`src/rtl/led_seq_pkg.sv`:
```
// Shared types and constants for the LED pattern sequencer.
// The pause feature is compiled in with LED_SEQ_PAUSE_EN.
package led_seq_pkg;

  typedef enum logic [1:0] {
    BLINK = 2'd0,
    SHIFT = 2'd1,
    COUNT = 2'd2
  } mode_e;

  localparam logic [7:0] BLINK_START = 8'h00;
  localparam logic [7:0] SHIFT_START = 8'h01;
  localparam logic [7:0] COUNT_START = 8'h00;

  localparam logic DIR_LEFT  = 1'b0;
  localparam logic DIR_RIGHT = 1'b1;

  localparam logic [7:0] SHIFT_LEFT_END  = 8'h80;
  localparam logic [7:0] SHIFT_RIGHT_END = 8'h01;

  function automatic mode_e next_mode(input mode_e cur);
    case (cur)
      BLINK:   next_mode = SHIFT;
      SHIFT:   next_mode = COUNT;
      default: next_mode = BLINK;
    endcase
  endfunction

  function automatic logic [7:0] start_value(input mode_e m);
    case (m)
      SHIFT:   start_value = SHIFT_START;
      COUNT:   start_value = COUNT_START;
      default: start_value = BLINK_START;
    endcase
  endfunction

endpackage

```
`src/rtl/button_debouncer.sv`:
```
// Two-flop synchronizer plus consecutive-cycle debouncer for one raw button.
// rise is a one-cycle pulse registered together with a 0->1 change of level.
module button_debouncer #(
  parameter int DEBOUNCE_CYCLES = 240000
) (
  input  logic BOARD_CLK,
  input  logic BOARD_RST,
  input  logic raw,
  output logic level,
  output logic rise
);

  localparam int CW = $clog2(DEBOUNCE_CYCLES + 1);
  localparam logic [CW-1:0] CNT_LAST = CW'(DEBOUNCE_CYCLES - 1);

  logic          sync_1;
  logic          sync_2;
  logic [CW-1:0] cnt;

  // cnt holds how many consecutive cycles sync_2 has disagreed with level
  always_ff @(posedge BOARD_CLK) begin
    if (BOARD_RST) begin
      sync_1 <= 1'b0;
      sync_2 <= 1'b0;
      cnt    <= '0;
      level  <= 1'b0;
      rise   <= 1'b0;
    end else begin
      sync_1 <= raw;
      sync_2 <= sync_1;
      rise   <= 1'b0;
      if (sync_2 != level) begin
        if (cnt == CNT_LAST) begin
          level <= sync_2;
          rise  <= sync_2;
          cnt   <= '0;
        end else begin
          cnt <= cnt + 1'b1;
        end
      end else begin
        cnt <= '0;
      end
    end
  end

endmodule

```
`src/rtl/led_pattern_sequencer.sv`:
```
// Mode/pattern sequencer: SW1 presses cycle BLINK/SHIFT/COUNT, TICK advances the pattern.
// Defining LED_SEQ_PAUSE_EN adds BOARD_SW2, a debounced switch that freezes the pattern.
//
// state | meaning
// BLINK | all LEDs toggle together on each tick
// SHIFT | single lit LED bounces between bit 0 and bit 7
// COUNT | LEDs show an 8-bit binary count of ticks
module led_pattern_sequencer
  import led_seq_pkg::*;
#(
  parameter int DEBOUNCE_CYCLES = 240000
) (
  input  logic       BOARD_CLK,
  input  logic       BOARD_RST,
  input  logic       TICK,
  input  logic       BOARD_SW1,
`ifdef LED_SEQ_PAUSE_EN
  input  logic       BOARD_SW2,
`endif
  output logic [7:0] BOARD_LEDS,
  output logic [1:0] MODE
);

  mode_e      mode_q, mode_d;
  logic [7:0] leds_q, leds_d;
  logic       dir_q, dir_d;
  logic       sw1_level, sw1_rise;
  logic       press;
  logic       tick_en;

  button_debouncer #(.DEBOUNCE_CYCLES(DEBOUNCE_CYCLES)) u_sw1 (
    .BOARD_CLK (BOARD_CLK),
    .BOARD_RST (BOARD_RST),
    .raw       (BOARD_SW1),
    .level     (sw1_level),
    .rise      (sw1_rise)
  );

  // rise is only ever asserted alongside a freshly accepted high level
  assign press = sw1_rise & sw1_level;

`ifdef LED_SEQ_PAUSE_EN
  logic sw2_level;

  button_debouncer #(.DEBOUNCE_CYCLES(DEBOUNCE_CYCLES)) u_sw2 (
    .BOARD_CLK (BOARD_CLK),
    .BOARD_RST (BOARD_RST),
    .raw       (BOARD_SW2),
    .level     (sw2_level),
    .rise      ()
  );

  assign tick_en = TICK & ~sw2_level;
`else
  assign tick_en = TICK;
`endif

  always_ff @(posedge BOARD_CLK) begin
    if (BOARD_RST) begin
      mode_q <= BLINK;
      leds_q <= BLINK_START;
      dir_q  <= DIR_LEFT;
    end else begin
      mode_q <= mode_d;
      leds_q <= leds_d;
      dir_q  <= dir_d;
    end
  end

  always_comb begin
    mode_d = mode_q;
    leds_d = leds_q;
    dir_d  = dir_q;
    case (mode_q)
      BLINK, SHIFT, COUNT: begin
        // a press wins over a coincident tick
        if (press) begin
          mode_d = next_mode(mode_q);
          leds_d = start_value(next_mode(mode_q));
          dir_d  = DIR_LEFT;
        end else if (tick_en) begin
          case (mode_q)
            BLINK: leds_d = ~leds_q;
            SHIFT: begin
              if (dir_q == DIR_LEFT) begin
                leds_d = {leds_q[6:0], 1'b0};
                if ({leds_q[6:0], 1'b0} == SHIFT_LEFT_END) dir_d = DIR_RIGHT;
              end else begin
                leds_d = {1'b0, leds_q[7:1]};
                if ({1'b0, leds_q[7:1]} == SHIFT_RIGHT_END) dir_d = DIR_LEFT;
              end
            end
            default: leds_d = leds_q + 8'd1;
          endcase
        end
      end
      default: begin
        mode_d = BLINK;
        leds_d = BLINK_START;
        dir_d  = DIR_LEFT;
      end
    endcase
  end

  assign BOARD_LEDS = leds_q;
  assign MODE       = mode_q;

endmodule

```
`config.mk`:
```
export PLATFORM = sky130hd
export DESIGN_NAME = led_pattern_sequencer
export DESIGN_NICKNAME = d
export VERILOG_FILES = /design/src/rtl/led_seq_pkg.sv /design/src/rtl/button_debouncer.sv /design/src/rtl/led_pattern_sequencer.sv
export SDC_FILE = /design/constraint.sdc
export NUM_CORES = 1
export LEC_CHECK = 0
export BUFFER_PORTS_ARGS = -buffer_cell sky130_fd_sc_hd__buf_2
export CAP_MARGIN = 20
export CORE_MARGIN = 5
export CORE_UTILIZATION = 42
export DETAILED_ROUTE_END_ITERATION = 10
export GPL_ROUTABILITY_DRIVEN = 0
export PLACE_DENSITY = 0.61
export SETUP_SLACK_MARGIN = 0.3
export SLEW_MARGIN = 5
export SYNTH_ARGS = -nofsm -noshare
export SYNTH_HDL_FRONTEND = slang
export SYNTH_SLANG_ARGS = --single-unit
```
`constraint.sdc`:
```
create_clock -name BOARD_CLK -period 1.7 [get_ports BOARD_CLK]
set_input_delay 0.34 -clock BOARD_CLK [delete_from_list [all_inputs] [get_ports BOARD_CLK]]
set_output_delay 0.34 -clock BOARD_CLK [all_outputs]
set_load 0.01 [all_outputs]
```
==> qor.txt, run 1 <==
Share of layout cells above drive strength 1: 35.80%
DP Wirelength: 2885 µm
Hold WS: 0.2625 ns
Flop2flop setup slack: 0.13 ns
Prevailing post-synth register cell: dfxtp_1
Filler cells: 376
Hold Crit Depth: 2
Worst skew pair latency: 0.29 ns
Clock root buffer: clkbuf_8
Endpoints failing hold: 0
Drt initial violations: 87
Die X: 75.27 µm
Min-Delay Path Class: input pin to flip-flop
Clock sink total: 33
Setup CP Type: flip-flop to flip-flop
CP arrival: 1.75 ns
Die Area: 5666 µm²
DRT Wirelength: 4210 µm
Drt pass-1 iters: 4
Finished Layout Cells: 293
Fmax: 0.6368 GHz
Ant diodes: 0
Crit-path slowest cell: dfxtp_4
Worst-path clk slew: 0.07 ns
Worst hold start: BOARD_SW1
Fin crit share: 92.37%
Via count: 1581
Post-synthesis sequential area ratio: 36.92%
Yosys warns: 0
Synth top area share: 36.92%
Dominant cells by area after synthesis: dfxtp_1 37%, mux2i_1 5.0%, xnor2_1 4.9%
Number of max-cap violations: 0
Pin count of the biggest net entering global routing: 13
R2R depth: 7
Pleak: 0.8201 nW
Status: completed
Worst path cell trace: ha_4 -> and3_4 -> nand4_1 -> buf_4 -> o31ai_4 -> buf_6 -> nor2_1
Asr flop ratio synth: 0%
DRC Markers: 0
Crit-path max cell delay: 0.38 ns
EDFF count, synth: 0
PD cells: 715.5 nW/µm²
Placed cell areas: 2041 µm²
Critical path startpoint category: flip-flop
FF-to-FF End: u_sw1.cnt[4]
Placed Cells incl. Taps: 279
GRT Total Usage: 16.61%
Mapped Nets: 217
Minimum clock period: 1.570 ns
Clock buffer depth: 2
Cells after synthesis: 210
I/O pin cnt: 14
Core Footprint: 4058 µm²
Site Rows: 23
Post-synth top cells: 33 x dfxtp_1, 22 x nor2_1, 12 x a21oi_1
Most common cell in the netlist: dfxtp_1
Post-route ant nets: 0
Via-per-instance ratio: 5.396
Worst-margin pin slew: 0.3187 ns
CP Data Required Time: 1.88 ns
Worst slew margin: 78.56%
Unique masters post-synth: 44
Synth area leader: dfxtp_1
Nets: 249
IO buf count: 13
Setup TNS: 0 ns
CP Capture Type: flip-flop
Slew Limit Fails: 0
TritonCTS buffer count: 5
Initial antenna violation count: 0
Wirelength per Cell: 14.37 µm
Syn_area_per_cell: 8.520 µm²
Syn Std Cell Area: 1789 µm²
Fin util: 55.97%
Vert. Die Dim: 75.27 µm
RSZ-0062 raised after global routing: true
Skew final: 0.004461 ns
CTS tree: yes
Worst Hold Path EP: u_sw1.sync_1
Grt total ovfl: 0
Area grow syn2layout: 26.92%
Vias in the first global route: 1591
Design area: 2271 µm²
First-pass GRT wire length: 7265 µm
Max IR drop VDD: 506.2 µV
Start of the worst register-to-register path: u_sw1.cnt[0]
Final setup fails: 0
Multi-input logic area: 1117 µm²
#FFs+latches synth: 33
CTS Hold Bufs: 0
Starting density of the core: 44.09%
H-Tree Depth: 2
Storage cell area: 695.7 µm²
Worst Path Max Fanout: 10
registers in the layout (all words and copies together) (netlist names):
name	flops
u_sw1.cnt	18
u_sw1.rise	1
BOARD_LEDS	8
u_sw1.sync_1	1
u_sw1.level	1
MODE	2
dir_q	1
u_sw1.sync_2	1
where the power goes:
group          internal [W]  leakage, nW  switching [W]
Sequential         0.000784        0.278      0.0000204
Combinational     0.0000747        0.488      0.0000834
Clock              0.000366       0.0542       0.000297
layout by cell type (no fill, tap or decap), types with 2 or more instances in the layout:
cell,Yosys,routed
nand4_2,2,2
buf_6,0,3
or4_4,1,2
nor2_2,0,4
nand3_1,10,10
a211oi_1,4,4
nand4_1,7,7
dfxtp_1,33,17
and4_1,2,2
xnor2_1,10,10
nor3_1,8,7
nor4_1,4,3
inv_1,6,6
o21ai_0,4,4
nand2_1,11,11
o221a_2,2,2
buf_4,2,23
o221ai_1,2,2
a31oi_1,3,3
dfxtp_4,0,6
nor2_1,22,18
a21o_1,2,2
mux2i_1,9,9
buf_2,4,13
or3_1,2,2
dfxtp_2,0,10
or4_1,3,2
o31ai_1,2,2
ha_1,3,2
clkbuf_8,0,7
nor2b_1,9,9
a21oi_1,12,10
xor2_1,7,7
cells by family (layout without fill, tap and decap cells):
group | count (synthesis) | count (layout) | synth area share, %
AOI/OAI and AO/OA | 36 | 36 | 14.34
buffers and inverters | 20 | 53 | 4.895
DFF | 33 | 33 | 36.92
adders and majority gates | 3 | 3 | 2.098
and+or+nand+nor | 92 | 92 | 28.39
muxes | 9 | 9 | 5.035
xor gates and xnor gates | 17 | 17 | 8.322
repair_timing:
action	4_1_cts	5_1_grt
gates resized for setup	17	11
endpoints found under the setup margin	22	26
pin swaps	7	2
buffers inserted	6	0
worst max-delay path by stage:
stage,startpoint,endpoint,slack (ns),cells after the start
6_report,u_sw1.cnt[0],u_sw1.cnt[4],0.13,7
5_1_grt,u_sw1.cnt[0],u_sw1.cnt[4],0.05,7
4_1_cts,u_sw1.cnt[0],u_sw1.cnt[17],0.15,4
3_5_place_dp,u_sw1.cnt[9],u_sw1.level,0.04,4
3_3_place_gp,u_sw1.cnt[9],u_sw1.level,0.06,4
2_1_floorplan,u_sw1.cnt[0],u_sw1.level,0.05,6
per-stage QoR:
step           total power (W)  setup WS (ns)
2_1_floorplan        0.0009309        0.04832
3_3_place_gp         0.0009838        0.06362
3_5_place_dp         0.0009864        0.03795
4_1_cts               0.001638         0.1511
5_1_grt               0.001703        0.04553
6_report              0.001625         0.1297
critical path: cells and delay by family, from the launching register on:
kind / cells / cell delay, ns
buffers and inverters: 2 / 0.36
and+or+nand+nor: 3 / 0.37
AOI/OAI and AO/OA: 1 / 0.22
DFF: 1 / 0.38
adders and majority gates: 1 / 0.13
per-layer routing:
layer | part of all wire, % | global-route usage [%] | up-vias
li1 | - | - | 819
met1 | 44 | 19.42 | 734
met2 | 51 | 29.79 | 18
met3 | 2.6 | 3.204 | 10
met4 | 1.5 | 6.408 | 0
met5 | 0 | 0 | -
final cells by class:
cell class              count  share of cell area (%)
flip-flops and latches     33                   30.63
inverters                   6                  0.9917
multi-input cells         157                   49.20
clock inverters             1                  0.2204
well taps                  50                   2.755
clock buffers               7                   4.242
repair buffers             39                   11.96
No activity file was read; power rests on OpenSTA's default activity.
==> run 2, diff against run 1 <==
PLACE_DENSITY = 0.7   (was 0.61)
==> run 2 against run 1 <==
Clock power grew 36%. Global-route usage fell by 0.41 points. Combinational power is 11% higher. Clock-buffer cell count shrank 2. Maximum frequency fell by 1.8%. Register-to-register slack lost 0.03 ns. Routed wire length is 0.48% lower. Die area unchanged. Cell area increased by 3.1%. Non-clock buffer count rose by 3.
==> qor.txt, run 2 (synthesized netlist as in run 1, its figures left out) <==
Status: completed
Worst Path Max Fanout: 5
Clock sink total: 33
Vias in the first global route: 1499
Wirelength per Cell: 14.16 µm
Via-per-instance ratio: 5.527
Drt initial violations: 129
Pin count of the biggest net entering global routing: 20
Post-route ant nets: 0
H-Tree Depth: 2
Site Rows: 23
Minimum clock period: 1.600 ns
Sw Share: 22.27%
RSZ-0062 raised after global routing: true
Pleak: 0.8555 nW
I/O pin cnt: 14
CP arrival: 1.82 ns
Commonest non-fill, non-tap cells in the layout: 26 x buf_4, 19 x dfxtp_1, 18 x nor2_1
Die Area: 5666 µm²
IO buf count: 13
GRT Total Usage: 16.20%
Start of the worst register-to-register path: u_sw1.cnt[12]
Worst-margin pin slew: 0.3249 ns
Initial antenna violation count: 0
Critical path startpoint category: flip-flop
Ant diodes: 0
Core Footprint: 4058 µm²
Endpoints failing hold: 0
Skew final: 0.006494 ns
Starting density of the core: 44.09%
CP Capture Type: flip-flop
Setup TNS: 0 ns
Leading cell type in the layout, fill and taps excluded: buf_4
Drt pass-1 iters: 4
Beginning of the critical path: u_sw1.cnt[12]
Via count: 1636
Vert. Die Dim: 75.27 µm
Sequential share of power: 42.8%
CP Data Required Time: 1.92 ns
PD cells: 803.2 nW/µm²
Gate power share: 9.4%
First-pass GRT wire length: 6982 µm
Setup CP Type: flip-flop to flip-flop
Total power: 0.001880 W
Clock power frac: 47.9%
Worst slew margin: 78.14%
Min-Delay Path Class: input pin to flip-flop
Nets: 252
Grt total ovfl: 0
Number of flip-flops in the largest register: 18
Worst path cell trace: nand4_1 -> or4_4 -> or3_4 -> a21oi_2
DP Wirelength: 2878 µm
Fmax: 0.6251 GHz
Die X: 75.27 µm
Switching power: 0.0004187 W
Max IR drop VDD: 445.3 µV
Worst-path clk slew: 0.07 ns
CTS tree: yes
Hold WS: 0.2845 ns
Clock root buffer: clkbuf_8
CTS Hold Bufs: 0
TritonCTS buffer count: 5
Worst hold start: BOARD_SW1
Share of layout cells above drive strength 1: 36.99%
Largest reg by FF count: u_sw1.cnt
Filler cells: 355
DRT Wirelength: 4190 µm
Clock buffer depth: 2
DRC Markers: 0
Area grow syn2layout: 30.84%
Crit-path slowest cell: or4_4
Final setup fails: 0
Slew Limit Fails: 0
Number of max-cap violations: 0
Internal: 0.001462 W
Worst skew pair latency: 0.29 ns
Crit-path max cell delay: 0.46 ns
Fin crit share: 94.11%
## run 2: cell types whose count changed in the layout (fill, tap and decap cells not counted), moves of 2 or more
cell,change
buf_4,+3
bufinv_16,+2
clkbuf_8,-2
dfxtp_1,+2
dfxtp_4,-2
inv_1,-2
inv_2,+2
## run 2: worst paths after layout
check | endpoint | slack [ns] | cells after the start
max | u_sw1.cnt[17] | 0.10 | 4
min | u_sw1.sync_1 | 0.28 | 2
max reg2reg | u_sw1.cnt[17] | 0.10 | 4
min reg2reg | u_sw1.sync_2 | 0.44 | 1
## run 2: area by class of cell
type                       instances  area (µm²)  area share [%]
clock inverter                     3       68.82           2.940
clock buffer                       5       68.82           2.940
timing repair buffer              42       294.0           12.56
tap                               50       62.56           2.672
multi-input combinational        157        1136           48.53
inverter                           6       22.52          0.9621
sequential                        33       688.2           29.40
## run 2: metal layers
| metal | up-vias | GRT usage, % | share of wire [%] | wire length (µm) |
|---|---|---|---|---|
| met5 | - | 0 | 0 | 0 |
| met4 | 0 | 4.660 | 1.0 | 42 |
| met3 | 5 | 5.741 | 6.3 | 266 |
| met2 | 45 | 24.37 | 46 | 1916 |
| met1 | 757 | 21.93 | 47 | 1964 |
| li1 | 829 | - | - | - |
## run 2: critical path: cells and delay by family (launching register included)
family             cells  cell delay, ns
DFF                    1            0.42
AOI/OAI and AO/OA      1            0.13
and+or+nand+nor        3            0.99
## run 2: power by group through the flow
stage	clock network (W)	registers, W	logic [W]
floorplan	0	0.000834	0.0000966
global placement	0	0.000826	0.000158
detailed placement	0	0.000826	0.000160
CTS	0.000927	0.000802	0.000168
global route	0.000962	0.000807	0.000194
finish	0.000900	0.000804	0.000176
## run 2: through the flow
stage	utilization (%)	instances	area [µm²]	setup slack, ns
after global routing	57.69	296	2341	0.01324
after global placement	50.85	282	2063	0.1356
after CTS	56.34	294	2286	0.09156
after floorplan	-	210	1858	0.04832
after detailed placement	50.85	282	2063	0.04528
final	57.69	296	2341	0.1001
## run 2: repair_timing
action,in CTS,in global routing
setup buffers,4,2
gates resized for setup,18,11
cloned,0,0
pin swaps,9,9
endpoints found under the setup margin,23,25
endpoints found under the hold margin,0,0
==> run 3, diff against run 2 <==
ABC_AREA = 1   (was unset)
==> run 3 against run 2 <==
Global-route usage decreased by 1.1 points. Clock-buffer cell count increased by 2. Sequential share of layout area up 0.74 points. Routed wire length up 4.4%. First-iteration DRC count down 3.1%. Area after synthesis rose by 6.2%. Hold slack worse by 0.028 ns. Worst setup slack improved by 0.24 ns. Non-clock buffer count is 25 lower. Clock skew decreased by 0.0036 ns. Sequential power grew 2%. Critical path type unchanged. Critical endpoint is now u_sw1.cnt[5].
==> qor.txt, run 3 <==
Synth area leader: dfxtp_1
Leading cell type in the layout, fill and taps excluded: nand2_1
PD cells: 692.5 nW/µm²
H-Tree Depth: 2
Min-Delay Path Class: input pin to flip-flop
Dominant cells by area after synthesis: dfxtp_1 35%, nand2_1 15%, inv_1 7.3%
CP Data Required Time: 1.87 ns
DRT Wirelength: 4374 µm
Setup CP Type: flip-flop to flip-flop
Area grow syn2layout: 16.66%
Worst-margin pin slew: 0.3798 ns
Yosys warns: 0
Asr flop ratio synth: 0%
CTS tree: yes
Setup TNS: 0 ns
Placed cell areas: 1999 µm²
Starting density of the core: 43.35%
Status: completed
Placement Setup Slack: 0.2077 ns
DP Wirelength: 3104 µm
R2R depth: 6
Number of max-cap violations: 0
Wirelength per Cell: 12.02 µm
TritonCTS buffer count: 5
Syn_area_per_cell: 6.509 µm²
Post-route ant nets: 0
Synth top area share: 34.76%
Clock buffer depth: 2
Skew final: 0.002846 ns
Fmax: 0.7344 GHz
Worst-path clk slew: 0.06 ns
Design area: 2217 µm²
Setup ws final: 0.3384 ns
Multi-input logic area: 1144 µm²
CP Capture Type: flip-flop
Share of layout cells above drive strength 1: 19.55%
Clock sink total: 33
Slew Limit Fails: 0
Endpoints failing hold: 0
Die X: 77.27 µm
GRT Total Usage: 15.15%
Post-synthesis sequential area ratio: 34.76%
Worst skew pair latency: 0.28 ns
#FFs+latches synth: 33
Cells after synthesis: 292
Commonest non-fill, non-tap cells in the layout: 74 x nand2_1, 36 x inv_1, 34 x nor2_1
Storage cell area: 668.1 µm²
Largest reg by FF count: u_sw1.cnt
Worst Path Max Fanout: 6
RSZ-0062 raised after global routing: true
Pleak: 0.7897 nW
Vias in the first global route: 1758
Initial antenna violation count: 0
Fin util: 50.57%
Total power: 0.001535 W
I/O pin cnt: 14
Clock root buffer: clkbuf_8
Prevailing post-synth register cell: dfxtp_1
Minimum clock period: 1.362 ns
CTS Hold Bufs: 0
Start of the worst register-to-register path: u_sw1.cnt[0]
Core Footprint: 4384 µm²
Drt initial violations: 125
Number of flip-flops in the largest register: 18
First-pass GRT wire length: 7590 µm
Worst slew margin: 74.59%
Drt pass-1 iters: 4
DRC Markers: 0
Filler cells: 443
Critical path startpoint category: flip-flop
Site Rows: 24
Worst hold start: BOARD_SW1
Final setup fails: 0
Post-synth top cells: 76 x nand2_1, 37 x inv_1, 35 x nor2_1
Die Area: 5971 µm²
Syn Std Cell Area: 1901 µm²
Nets: 319
Via-per-instance ratio: 5.217
CP arrival: 1.54 ns
Mapped Nets: 299
Unique masters post-synth: 29
Max IR drop VDD: 404.3 µV
Beginning of the critical path: u_sw1.cnt[0]
Pin count of the biggest net entering global routing: 13
Fin crit share: 80.10%
Vert. Die Dim: 77.27 µm
Grt total ovfl: 0
Ant diodes: 0
Most common cell in the netlist: nand2_1
EDFF count, synth: 0
IO buf count: 13
Hold Crit Depth: 3
Via count: 1899
-- run 3: cell types whose count changed in the layout (fill, tap and decap cells not counted), moves of 10 or more --
cell / change
inv_1: +32
a21oi_1: +13
nand2_1: +63
nor2_1: +16
dfxtp_1: +10
buf_4: -23
nand3_1: +10
-- run 3: cell families (layout without fill, tap and decap cells) --
kind of cell / count (synthesis) / after routing / share of synthesized area (%)
compound gates: 49 / 49 / 15.14
flops: 33 / 33 / 34.76
simple gates: 159 / 161 / 36.93
fa+ha+maj: 3 / 3 / 1.975
buf+inv: 45 / 63 / 9.809
xor+xnor: 3 / 3 / 1.383
-- run 3: final cells by class --
type,instances,share of cell area (%)
well taps,52,2.935
multi-input cells,216,51.58
inverters,39,6.603
repair buffers,17,4.853
clock buffers,7,3.894
flip-flops and latches,33,30.14
-- run 3: through the flow --
step                hold slack (ns)  std cells
finish                       0.2568        364
global route                 0.2657        364
CTS                          0.2531        360
detailed placement           0.3933        352
global placement             0.3918        352
floorplan                    0.3883        292
-- run 3: metal layers --
metal	wire length, µm	up-vias	share of wire (%)	global-route usage [%]
li1	-	980	-	-
met1	1972	878	45	17.94
met2	2169	35	50	25.25
met3	176	6	4.0	4.918
met4	56	0	1.3	5.670
met5	0	-	0	0
-- run 3: worst max-delay path, stage by stage, from the launching register on --
cell	delay, ns
dfxtp_4	0.38
ha_2	0.22
nand2_4	0.09
nor2_4	0.15
nand3_4	0.20
nand2_4	0.17
nor2_2	0.05
-- run 3: timing repair --
item | CTS | global route
pin swaps | 2 | 4
cloned | 1 | 1
buffers inserted | 0 | 3
setup endpoints to repair | 20 | 26
resized for setup | 5 | 15
-- run 3: worst paths after layout --
| path | end | slack [ns] |
|---|---|---|
| setup / recovery | u_sw1.cnt[5] | 0.34 |
| hold / removal | u_sw1.sync_1 | 0.26 |
| setup reg to reg | u_sw1.cnt[5] | 0.34 |
| hold reg to reg | u_sw1.sync_2 | 0.40 |
-- run 3: power breakdown --
| group | switching (W) | internal [W] |
|---|---|---|
| clock network | 0.000267 | 0.000321 |
| registers | 0.0000312 | 0.000791 |
| logic | 0.0000752 | 0.0000506 |
| total | 0.000373 | 0.00116 |
